--- src/rtl/tour_cmd.sv ---
// Knight's-tour command sequencer: passes UART commands through when idle and
// replays the stored move list as vertical/horizontal command pairs on start_tour.
module tour_cmd #(
  parameter int LAST_MOVE = 23
) (
  input  logic        clk,
  input  logic        rst,
  input  logic        start_tour,
  input  logic [7:0]  move,
  output logic [4:0]  mv_indx,
  input  logic [15:0] cmd_UART,
  input  logic        cmd_rdy_UART,
  output logic        clr_cmd_rdy_UART,
  output logic [15:0] cmd,
  output logic        cmd_rdy,
  input  logic        clr_cmd_rdy,
  input  logic        send_resp,
  output logic [7:0]  resp
);

  typedef enum logic [2:0] {IDLE, VERT, WAIT_V, HORZ, WAIT_H} state_t;

  typedef struct packed {
    logic       dx_pos;
    logic [2:0] dx_mag;
    logic       dy_pos;
    logic [2:0] dy_mag;
  } leg_t;

  state_t     state_q, state_d;
  logic [4:0] mv_indx_q, mv_indx_d;
  logic       last_move;
  leg_t       leg;
  logic [15:0] vert_cmd, horz_cmd;

  assign mv_indx   = mv_indx_q;
  assign last_move = (mv_indx_q == 5'(LAST_MOVE));

  always_comb begin
    state_d   = state_q;
    mv_indx_d = mv_indx_q;
    case (state_q)
      IDLE:   if (start_tour) begin
                state_d   = VERT;
                mv_indx_d = 5'd0;
              end
      VERT:   if (clr_cmd_rdy) state_d = WAIT_V;
      WAIT_V: if (send_resp)   state_d = HORZ;
      HORZ:   if (clr_cmd_rdy) state_d = WAIT_H;
      WAIT_H: if (send_resp) begin
                if (last_move) state_d = IDLE;
                else begin
                  state_d   = VERT;
                  mv_indx_d = mv_indx_q + 5'd1;
                end
              end
      default: state_d = IDLE;
    endcase
  end

  always_ff @(posedge clk or posedge rst) begin
    if (rst) begin
      state_q   <= IDLE;
      mv_indx_q <= 5'd0;
    end else begin
      state_q   <= state_d;
      mv_indx_q <= mv_indx_d;
    end
  end

  // Lowest set bit wins; an all-zero move falls into the bit-0 arm.
  always_comb begin
    leg = '{dx_pos: 1'b1, dx_mag: 3'd2, dy_pos: 1'b1, dy_mag: 3'd1};
    casez (move)
      8'b0000_0000,
      8'b????_???1: leg = '{1'b1, 3'd1, 1'b1, 3'd2};
      8'b????_??10: leg = '{1'b0, 3'd1, 1'b1, 3'd2};
      8'b????_?100: leg = '{1'b0, 3'd2, 1'b1, 3'd1};
      8'b????_1000: leg = '{1'b0, 3'd2, 1'b0, 3'd1};
      8'b???1_0000: leg = '{1'b0, 3'd1, 1'b0, 3'd2};
      8'b??10_0000: leg = '{1'b1, 3'd1, 1'b0, 3'd2};
      8'b?100_0000: leg = '{1'b1, 3'd2, 1'b0, 3'd1};
      default:      leg = '{1'b1, 3'd2, 1'b1, 3'd1};
    endcase
  end

  assign vert_cmd = {4'b0100, (leg.dy_pos ? 8'h00 : 8'h7F), 1'b0, leg.dy_mag};
  assign horz_cmd = {4'b0101, (leg.dx_pos ? 8'hBF : 8'h3F), 1'b0, leg.dx_mag};

  always_comb begin
    cmd              = cmd_UART;
    cmd_rdy          = cmd_rdy_UART;
    clr_cmd_rdy_UART = clr_cmd_rdy;
    resp             = 8'hA5;
    if (state_q != IDLE) begin
      cmd              = (state_q == VERT || state_q == WAIT_V) ? vert_cmd : horz_cmd;
      cmd_rdy          = (state_q == VERT || state_q == HORZ);
      clr_cmd_rdy_UART = 1'b0;
      resp             = (state_q == WAIT_H && last_move) ? 8'hA5 : 8'h5A;
    end
  end

endmodule

--- config.mk ---
export PLATFORM = sky130hd
export DESIGN_NAME = tour_cmd
export DESIGN_NICKNAME = d
export VERILOG_FILES = /design/src/rtl/tour_cmd.sv
export SDC_FILE = /design/constraint.sdc
export NUM_CORES = 1
export LEC_CHECK = 0
export BUFFER_PORTS_ARGS = -buffer_cell sky130_fd_sc_hd__buf_2
export CORE_MARGIN = 5
export CORE_UTILIZATION = 43
export CTS_CLUSTER_DIAMETER = 60
export DETAILED_ROUTE_END_ITERATION = 8
export HOLD_SLACK_MARGIN = 0.06
export PLACE_DENSITY = 0.95
export SYNTH_ARGS = -nofsm -noshare
export SYNTH_HDL_FRONTEND = slang
export SYNTH_SLANG_ARGS = --single-unit
--- constraint.sdc ---
create_clock -name clk -period 3.17 [get_ports clk]
set_input_delay 0.317 -clock clk [delete_from_list [all_inputs] [get_ports clk]]
set_output_delay 0.317 -clock clk [all_outputs]
set_load 0.03 [all_outputs]
==> results.cfg <==
[run_status]
status = complete, no violations

[worst_setup_path]
rr_startpoint = state_q[2]
timing.critical_path.cells = a2111o_1, and3_1, buf_2
path_buf_inv = 1
timing.critical_path.from_type = register
crit_path_dat_ns = 1.81
timing.critical_path.from = state_q[2]
crit_path_top_delay_cell = dfrtp_1
worst-endpoint-required_ns = 2.85
timing.critical_path.max_delay_family = flip-flops
path_class = register to primary output
critical_path.max_fanout = 28
element_type_at_the_critical_path_end = primary output
worst_path_largest_cell_delay_ns = 0.68

[die]
num_rows = 16
die_y_um = 54.1
dieWidth_um = 54.1
dieArea_sq_um = 2930
start_util = 0.439
floorplan.io_pins = 61
placeableCoreArea_sq_um = 1900

[logic_synthesis]
synthFlopType = dfrtp_1
count_of_flip_flops_with_a_built_in_enable_after_synthesis = 0
synth_warnings = 0
synth.largest_area_cell = dfrtp_1
netlist_area_sq_um = 836
synth_compound_area_frac = 0.241
ys_seq_area_frac = 0.240
synth_top_family_by_area = simple AND/OR/NAND/NOR gates
synth_area_per_cell_sq_um = 7.60
synthesis.nets = 141
post_synth_xor_area_fraction = 0.0210
synth-simple-area-share = 0.350
synthDistinctLibCells = 43
yosys.area_share.adder = 0.0150
synthArstFlopShare = 1.00
synth_top_area_share = 0.240
postSynthCellCount = 110
muxShareOfSynthArea = 0.0254
synth_area_leaders = dfrtp_1, nor2_1, buf_4
synth_seq_cells = 8

[final_layout]
mostFrequentLayoutCell = buf_2
final_layout_size_suffix_gt1_frac = 0.411
layout.area.seq_sq_um = 200
insertedDiodeCount = 0
areaGrowthSynthToFinish_pct = 35.8
leading_cell_types_in_the_layout_fill_and_taps_excluded = buf_2, nor2_1, nand2_1, dfrtp_1
multi_input_gate_area_sq_um = 546
fillCellCount = 176
final_area_sq_um = 1130
finish.net_count = 196

[timing]
max-slew-margin-rel = 0.463
final_number_of_hold_violating_endpoints = 0
fmax_mhz = 471
sum_neg_setup_slack_ns = 0
maxSlewViolCount = 0
tightest_slew_ns = 0.805
final.min_clock_period_ns = 2.12
unrepaired_setup_endpoints_after_global_routing = no
fin_worst_skew_ns = 0.00511
final_min_period_over_clock_period = 0.670
number_of_failing_setup_endpoints_in_the_final_timing_report = 0

[pwr]
pwr_density_cell_nw_per_um2 = 1200
leakage_nw = 0.618
irDropWorstVdd_mv = 1.04

[global_routing]
initial_antenna_violation_count = 0
maximum_number_of_pins_on_one_net_before_global_route_repair = 29
grt_first_pass_wirelength_mm = 4.08
globalRoute.totalOverflow = 0
track_usage = 0.188
grt_pass1_vias = 997

[detailed_routing]
drt.antenna.violating_nets = 0
wirelength_mm = 2.63
vias_per_cell = 5.55
initialDrtViolationCount = 40
dr_total_vias = 1054
drcViolationCount = 0
drt_pass1_iterations = 5
wl_per_cell_um = 13.9

[placement]
port_buffers = 60
place.gp.congestion = 0.864
hpwl_after_detailed_placement_mm = 2.05
dpl_cell_area_sq_um = 1100

[clocking]
htreeDepth = 1
ctsRootBufferMaster = clkbuf_4
clk_latency_ns = 0.26
tritoncts = built
clockBufferDepth = 2
cts_made_buffers = 3
clk_transition_reported_paths_ns = 0.06
clock_sinks = 8

[hold_path]
hold_path_startpoint = clr_cmd_rdy
min-delay-path-class = input pin to register

[flow_run]
timing.max_cap.violations = 0
-- logic make-up after synthesis --
logic type                 Yosys count
xor gates and xnor gates             2
muxes                                2
and+or+nand+nor                     52
buffers and inverters               17
DFF                                  8
adders and majority gates            1
AOI/OAI and AO/OA                   28
-- synth_stat cells (2+ instances only) --
cell type / number
a21oi_1: 3
nand2_1: 8
o21bai_1: 6
nand4_1: 2
dfrtp_1: 8
and2_1: 6
nand2b_1: 2
o21ai_0: 5
nor2_1: 16
nand3_1: 3
inv_1: 6
o221ai_1: 2
and3_1: 2
buf_4: 6
buf_2: 3
clkbuf_1: 2
o211ai_1: 2
nor4_1: 3
-- final cells by class --
class                   instances  share of cell area
clock buffers                   3              0.0198
inverters                       6              0.0198
multi-input cells              85               0.481
flip-flops and latches          8               0.176
well taps                      27              0.0298
repair buffers                 61               0.273
-- worst reg2reg max path: stages (launching register included) --
cell and delay [ns]:
dfrtp_1 0.87, nand3_4 0.13, or4_1 0.54, nand3_1 0.09
-- registers in the layout, summed over array words and instances (netlist names) --
register	count
state_q	3
mv_indx	5
-- per-layer routing --
metal | up-vias | routed length (um) | GRT usage | share of wire
li1 | 499 | - | - | -
met1 | 479 | 965 | 0.205 | 0.37
met2 | 74 | 1350 | 0.341 | 0.51
met3 | 2 | 288 | 0.0332 | 0.11
met4 | 0 | 27 | 0.0996 | 0.010
met5 | - | 0 | 0 | 0
-- stage by stage --
stage          cells  hold slack (ns)  worst slack, ns  total power (W)  utilization
2_1_floorplan    110            0.133            0.984          0.00105            -
3_3_place_gp     186            0.273             1.39          0.00126        0.580
3_5_place_dp     186            0.285             1.34          0.00128        0.580
4_1_cts          190            0.399             1.05          0.00137        0.597
5_1_grt          190            0.433            0.881          0.00146        0.597
6_report         190            0.409             1.05          0.00136        0.597
-- power by group --
group	total [W]	switching, W	internal, W	leakage, nW
logic	0.00106	0.000740	0.000318	0.502
clock network	0.0000805	0.0000370	0.0000435	0.0138
registers	0.000223	0.0000885	0.000135	0.102
-- final timing paths --
check                             endpoint  cells past startpoint  slack, ns
worst max-delay path                cmd[0]                      3       1.05
worst min-delay path            state_q[2]                      3       0.41
worst max register to register  mv_indx[3]                      3       1.47
worst min register to register  mv_indx[0]                      1       0.55
max in group asynchronous       mv_indx[3]                      3       2.36
min in group asynchronous       state_q[0]                      3       0.56
-- repair_timing --
item / CTS / global route
resized for setup: 0 / 0
endpoints found under the setup margin: 0 / 0
endpoints found under the hold margin: 8 / 0
hold buffers: 1 / 0
setup buffers: 0 / 0
No activity file was read; power rests on OpenSTA's default activity.
